**src/rtl/cim_step_scheduler.sv**
```systemverilog
`default_nettype none
// ============================================================================
// Module   : cim_step_scheduler
// Brief    : Time-step sequencer and mode arbiter for one CIM macro. Feeds
//            spike frames, runs EN/FT steps, captures and counts neuron
//            spikes, and grants the macro to memory mode while idle.
// Revision : 1.0 - initial release
// ============================================================================
module cim_step_scheduler #(
    parameter int STEP_W = 8,
    parameter int CNT_W  = 8,
    parameter int TO_CYC = 8
) (
    input  logic               CLK,
    input  logic               RSTB,
    input  logic               START,
    input  logic [STEP_W-1:0]  NUM_STEPS,
    output logic               BUSY,
    output logic               DONE,
    output logic               ERR,
    input  logic               SPK_VALID,
    output logic               SPK_READY,
    input  logic [255:0]       SPK_DATA,
    output logic               EN,
    output logic               FT,
    output logic [255:0]       SPIKE_REMAP,
    output logic               PD,
    input  logic               REQ,
    input  logic [15:0]        NEURON_OUT,
    output logic               OUT_VALID,
    output logic [15:0]        OUT_SPIKES,
    input  logic [3:0]         CNT_SEL,
    output logic [CNT_W-1:0]   CNT_DATA,
    input  logic               MS_REQ,
    output logic               MS_GNT,
    output logic               MS
);

    localparam logic [2:0] c_ST_IDLE  = 3'd0;
    localparam logic [2:0] c_ST_FETCH = 3'd1;
    localparam logic [2:0] c_ST_FIRE  = 3'd2;
    localparam logic [2:0] c_ST_WAIT  = 3'd3;
    localparam logic [2:0] c_ST_MEM   = 3'd4;

    localparam int                 c_TO_W    = $clog2(TO_CYC + 1);
    localparam logic [c_TO_W-1:0]  c_TO_LAST = c_TO_W'(TO_CYC - 1);
    localparam logic [CNT_W-1:0]   c_CNT_MAX = '1;

    logic [2:0]         r_state;
    logic [2:0]         w_state_nxt;
    logic [STEP_W-1:0]  r_step;
    logic [STEP_W-1:0]  r_t;
    logic [c_TO_W-1:0]  r_to_cnt;
    logic [CNT_W-1:0]   r_cnt [16];

    logic               w_start_ok;
    logic               w_handshake;
    logic               w_req_ok;
    logic               w_timeout;
    logic               w_last;
    logic [STEP_W:0]    w_step_inc;

    assign w_step_inc = {1'b0, r_step} + {{STEP_W{1'b0}}, 1'b1};
    assign w_last     = (w_step_inc == {1'b0, r_t});
    assign CNT_DATA   = r_cnt[CNT_SEL];

    always_comb begin
        w_state_nxt = r_state;
        w_start_ok  = 1'b0;
        w_handshake = 1'b0;
        w_req_ok    = 1'b0;
        w_timeout   = 1'b0;
        case (r_state)
            c_ST_IDLE: begin
                if (START) begin
                    w_start_ok  = 1'b1;
                    w_state_nxt = c_ST_FETCH;
                end else if (MS_REQ) begin
                    w_state_nxt = c_ST_MEM;
                end
            end
            c_ST_FETCH: begin
                if (SPK_VALID && SPK_READY) begin
                    w_handshake = 1'b1;
                    w_state_nxt = c_ST_FIRE;
                end
            end
            c_ST_FIRE: begin
                w_state_nxt = c_ST_WAIT;
            end
            c_ST_WAIT: begin
                // A REQ on the final timeout cycle still wins over the timeout.
                if (REQ) begin
                    w_req_ok    = 1'b1;
                    w_state_nxt = w_last ? c_ST_IDLE : c_ST_FETCH;
                end else if (r_to_cnt == c_TO_LAST) begin
                    w_timeout   = 1'b1;
                    w_state_nxt = c_ST_IDLE;
                end
            end
            c_ST_MEM: begin
                if (!MS_REQ) begin
                    w_state_nxt = c_ST_IDLE;
                end
            end
            default: begin
                w_state_nxt = c_ST_IDLE;
            end
        endcase
    end

    // Outputs are registered from the next state so they line up with it.
    always_ff @(posedge CLK or negedge RSTB) begin
        if (!RSTB) begin
            r_state     <= c_ST_IDLE;
            r_step      <= '0;
            r_t         <= '0;
            r_to_cnt    <= '0;
            BUSY        <= 1'b0;
            DONE        <= 1'b0;
            ERR         <= 1'b0;
            SPK_READY   <= 1'b0;
            EN          <= 1'b0;
            FT          <= 1'b0;
            SPIKE_REMAP <= '0;
            PD          <= 1'b1;
            OUT_VALID   <= 1'b0;
            OUT_SPIKES  <= '0;
            MS_GNT      <= 1'b0;
            MS          <= 1'b0;
            for (int i = 0; i < 16; i++) begin
                r_cnt[i] <= '0;
            end
        end else begin
            r_state   <= w_state_nxt;
            BUSY      <= (w_state_nxt == c_ST_FETCH) || (w_state_nxt == c_ST_FIRE) ||
                         (w_state_nxt == c_ST_WAIT);
            SPK_READY <= (w_state_nxt == c_ST_FETCH);
            EN        <= (w_state_nxt == c_ST_FIRE);
            FT        <= (w_state_nxt == c_ST_FIRE) && (r_step == '0);
            PD        <= (w_state_nxt == c_ST_IDLE) || (w_state_nxt == c_ST_MEM);
            MS        <= (w_state_nxt == c_ST_MEM);
            MS_GNT    <= (w_state_nxt == c_ST_MEM);
            DONE      <= w_req_ok && w_last;
            OUT_VALID <= w_req_ok;
            r_to_cnt  <= (r_state == c_ST_WAIT) ? r_to_cnt + c_TO_W'(1) : '0;

            if (w_start_ok) begin
                r_t    <= (NUM_STEPS == '0) ? STEP_W'(1) : NUM_STEPS;
                r_step <= '0;
                ERR    <= 1'b0;
                for (int i = 0; i < 16; i++) begin
                    r_cnt[i] <= '0;
                end
            end

            if (w_timeout) begin
                ERR <= 1'b1;
            end

            if (w_handshake) begin
                SPIKE_REMAP <= SPK_DATA;
            end

            if (w_req_ok) begin
                OUT_SPIKES <= NEURON_OUT;
                r_step     <= w_step_inc[STEP_W-1:0];
                for (int i = 0; i < 16; i++) begin
                    if (NEURON_OUT[i] && (r_cnt[i] != c_CNT_MAX)) begin
                        r_cnt[i] <= r_cnt[i] + CNT_W'(1);
                    end
                end
            end
        end
    end

endmodule
`default_nettype wire

```
**config.mk**
```make
export PLATFORM = sky130hd
export DESIGN_NAME = cim_step_scheduler
export DESIGN_NICKNAME = d
export VERILOG_FILES = /design/src/rtl/cim_step_scheduler.sv
export SDC_FILE = /design/constraint.sdc
export NUM_CORES = 1
export LEC_CHECK = 0
export BUFFER_PORTS_ARGS = -buffer_cell sky130_fd_sc_hd__buf_2
export CAP_MARGIN = 20
export CORE_MARGIN = 1.5
export CORE_UTILIZATION = 35
export DETAILED_ROUTE_END_ITERATION = 12
export PLACE_DENSITY = 0.69
export SETUP_SLACK_MARGIN = 0.02
export SLEW_MARGIN = 20
export SYNTH_ARGS = -nofsm -noshare
export SYNTH_HDL_FRONTEND = slang
export SYNTH_SLANG_ARGS = --single-unit
```
**constraint.sdc**
```tcl
create_clock -name CLK -period 2.1 [get_ports CLK]
set_clock_uncertainty 0.05 [all_clocks]
set_input_delay 0.21 -clock CLK [delete_from_list [all_inputs] [get_ports CLK]]
set_output_delay 0.21 -clock CLK [all_outputs]
set_load 0.05 [all_outputs]
```
==> flow_summary.rst <==
.. list-table::
   :header-rows: 1

   * - Metric
     - Value
   * - Status
     - finished with violations
   * - Violations in the final reports
     - negative setup slack
   * - Worst path setup slack after routing
     - -0.403 ns
   * - Most frequent standard cell in the layout excluding fill and tap cells
     - sky130_fd_sc_hd__buf_2
   * - Vias post-DR
     - 17127
   * - Total Routed Length
     - 79.7 mm
   * - Synth top area share
     - 56.6%
   * - DRT antenna net count
     - 0
   * - Most common cell type on the critical path
     - sky130_fd_sc_hd__mux4_2
   * - Global-route met1 utilization
     - 34.5%
   * - Maximum operating frequency
     - 400 MHz
   * - DIE AREA
     - 0.0558 mm²
   * - Area growth from synthesis to final layout
     - 50.4%
   * - Final global-route overflow total
     - 0
   * - Global Route Usage Sum
     - 28.1%
   * - Mapped Nets
     - 1819
   * - Critical Path AT
     - 2.24 ns
   * - Startpoint class of the critical path
     - register
   * - Final count of negative-setup-slack endpoints
     - 8
   * - Cell Area, Synth
     - 0.0190 mm²
   * - Half-perimeter wire length of the detailed placement result
     - 61.6 mm
   * - Start-to-end type of the worst setup path
     - register to primary output
   * - Wire length of the first global-routing pass
     - 115 mm
   * - Post-synthesis cell type count
     - 58
   * - Path class of the lowest-slack min-delay path
     - input port to async pin
   * - CTS Root Buffer Type
     - sky130_fd_sc_hd__clkbuf_16
   * - Final Hold Viols
     - 0
   * - Cell Pwr Density
     - 1560 mW/mm²
   * - Worst Tran Pin Value
     - 0.525 ns
   * - Relative max-transition margin
     - 65.0%
   * - Share of flip-flops with an asynchronous set or reset after synthesis
     - 100%
   * - Maximum buffer depth of the clock tree
     - 3
   * - Final net count
     - 2806
   * - Number of levels in the clock H-tree
     - 2
   * - Port buffer count
     - 579
   * - Most Crowded Layer GR
     - met2
   * - Post-DR wirelength/cell
     - 24.5 µm
   * - Clock transition at path regs
     - 0.06 ns
   * - Largest incremental delay on the critical path
     - 0.54 ns
   * - Global-route track usage on met2
     - 45.8%
   * - Vias per std cell
     - 5.27
   * - Tot Pwr
     - 44.8 mW
   * - Number of enable flip-flop cells after synthesis
     - 0
   * - Initial DRC count
     - 1556
   * - Critical path capture point type
     - primary output
   * - Final min period
     - 2.50 ns
   * - Total of flip-flops plus latches after synthesis
     - 432
   * - VDD IR-drop max
     - 1.30 mV
   * - P_leak
     - 13.3 nW
   * - Cts bufs inserted
     - 49
   * - Chip Height
     - 236 µm
   * - Initial antenna violation count
     - 17
   * - Fin Hold WS
     - 0.140 ns
   * - Clock network latency to the later pin of the worst-skew pair
     - 0.58 ns
   * - Required arrival time at the worst endpoint
     - 1.84 ns
   * - Top-Level Pins
     - 580
   * - Share of final-layout standard cells stronger than drive strength 1
     - 45.9%
   * - Synthesized area divided by synthesized cell count
     - 12.6 µm²
   * - DRC Markers
     - 0
   * - Slowest stage cell, crit path
     - sky130_fd_sc_hd__mux4_2
   * - Share of the clock period used by the worst path after layout
     - 119%
   * - Pin count of the biggest net entering global routing
     - 51
   * - Crit-path max FO
     - 4
   * - Sinks on the clock net
     - 432
   * - TritonCTS clock tree
     - done
   * - Synth area leaders
     - sky130_fd_sc_hd__dfrtp_1, sky130_fd_sc_hd__mux2_2, sky130_fd_sc_hd__mux4_2
   * - Final weighted congestion in routability-driven placement
     - 1.05
   * - Vias in the first global route
     - 17208
   * - Count of final max-slew check failures
     - 0
   * - Max Cap Violations
     - 0
   * - Starting density of the core
     - 35.4%
   * - Post-synthesis cell type with the largest combined area
     - sky130_fd_sc_hd__dfrtp_1
   * - Met3 Use GR
     - 8.78%
   * - Total number of yosys warnings
     - 0
   * - Commonest non-fill, non-tap cells in the layout
     - sky130_fd_sc_hd__buf_2, sky130_fd_sc_hd__dfrtp_1, sky130_fd_sc_hd__dlygate4sd3_1
   * - List of cells traversed by the critical path
     - mux4_2 -> mux4_2 -> buf_6
   * - Iteration count of the initial detailed-routing pass
     - 6
   * - Sequential element share of the synthesized area
     - 56.8%
   * - Row count
     - 85
   * - Width of the chip
     - 236 µm
   * - Main synth FF type
     - sky130_fd_sc_hd__dfrtp_1
   * - Area of the core
     - 0.0538 mm²
   * - Setup repair after global routing missed its margin
     - true
   * - Syn Inst Count
     - 1510
==> what timing repair did <==
action | 4_1_cts | 5_1_grt
hold buffers | 285 | 0
hold endpoints to repair | 689 | 0
resized for setup | 34 | 13
pin swaps | 0 | 1
setup buffers | 28 | 14
setup endpoints to repair | 8 | 28
==> registers in the layout (all words and copies together) (netlist names) <==
signal / count
SPIKE_REMAP: 256
r_cnt: 128
OUT_SPIKES: 16
r_step: 8
r_t: 8
r_to_cnt: 4
r_state: 3
BUSY: 1
DONE: 1
EN: 1
ERR: 1
FT: 1
MS: 1
OUT_VALID: 1
PD: 1
SPK_READY: 1
==> metrics by stage <==
step	cells	setup TNS [ns]	setup slack (ns)	cell area, µm²	util, %
floorplan	1510	0	0.134	19000	-
global placement	2815	-0.0374	-0.0151	23500	43.7
detailed placement	2815	-0.261	-0.0604	23500	43.7
CTS	3220	-3.29	-0.430	28500	52.9
global route	3246	-3.31	-0.426	28600	53.2
finish	3248	-2.99	-0.403	28600	53.2
==> layout make-up <==
class | count | area, µm²
Antenna cell | 14 | 35.0
Clock buffer | 64 | 1410
Clock inverter | 28 | 388
Fill cell | 4609 | 25200
Inverter | 27 | 101
Multi-Input combinational cell | 983 | 7850
Sequential cell | 432 | 10800
Tap cell | 696 | 871
Timing Repair Buffer | 1004 | 7150
==> layer usage <==
metal | wire [µm] | part of all wire, %
met1 | 30300 | 38
met2 | 38200 | 48
met3 | 7830 | 9.8
met4 | 3310 | 4.2
met5 | 42 | 0.053
==> Yosys cell counts (2+ instances only) <==
master	instances
sky130_fd_sc_hd__dfrtp_1	431
sky130_fd_sc_hd__mux2_2	267
sky130_fd_sc_hd__nand2_1	155
sky130_fd_sc_hd__nor2_1	98
sky130_fd_sc_hd__o21ai_0	87
sky130_fd_sc_hd__nand3_1	71
sky130_fd_sc_hd__nand4_1	53
sky130_fd_sc_hd__mux4_2	40
sky130_fd_sc_hd__buf_2	35
sky130_fd_sc_hd__inv_1	26
sky130_fd_sc_hd__xnor2_1	26
sky130_fd_sc_hd__xor2_1	20
sky130_fd_sc_hd__ha_1	19
sky130_fd_sc_hd__and3_1	16
sky130_fd_sc_hd__nor3_1	16
sky130_fd_sc_hd__buf_1	15
sky130_fd_sc_hd__mux2i_1	14
sky130_fd_sc_hd__a21oi_1	11
sky130_fd_sc_hd__o311a_1	11
sky130_fd_sc_hd__clkbuf_1	9
sky130_fd_sc_hd__o41ai_1	8
sky130_fd_sc_hd__a41oi_1	7
sky130_fd_sc_hd__buf_4	7
sky130_fd_sc_hd__o31ai_1	7
sky130_fd_sc_hd__a211oi_1	6
sky130_fd_sc_hd__a31oi_1	6
sky130_fd_sc_hd__nor3b_2	4
sky130_fd_sc_hd__o211ai_1	4
sky130_fd_sc_hd__or3_1	4
sky130_fd_sc_hd__nand4b_1	3
sky130_fd_sc_hd__o211ai_2	3
sky130_fd_sc_hd__o22ai_1	3
sky130_fd_sc_hd__and2_1	2
sky130_fd_sc_hd__nand2b_1	2
==> logic make-up after synthesis <==
group | after synthesis | synth area share [%]
xor gates and xnor gates | 46 | 2.11
muxes | 321 | 21.2
and+or+nand+nor | 436 | 10.9
buffers and inverters | 95 | 2.29
DFF | 432 | 56.8
adders and majority gates | 19 | 1.25
AOI/OAI and AO/OA | 161 | 5.47
==> critical path, delay by kind of cell, from the launching register on <==
kind     cells  cell delay (ns)
buf+inv      1             0.18
flops        1             0.44
mux          2             1.04
==> final timing paths <==
path / from / depth (start not counted) / slack (ns) / endpoint
setup / recovery: r_cnt[28] / 3 / -0.40 / CNT_DATA[4]
hold / removal: RSTB / 2 / 0.14 / SPIKE_REMAP[146]
hold reg to reg: r_to_cnt[0] / 1 / 0.42 / r_to_cnt[0]
max in group asynchronous: RSTB / 3 / 0.97 / r_cnt[123]
min in group CLK: SPK_VALID / 5 / 0.23 / FT
setup reg to reg: r_cnt[120] / 7 / 0.12 / r_cnt[125]
==> report_power, final <==
part,switching (mW),internal (mW)
combinational,15.4,6.23
sequential,2.18,11.4
clock,3.67,5.83
total,21.3,23.5
Power figures use the tool's default switching activity.
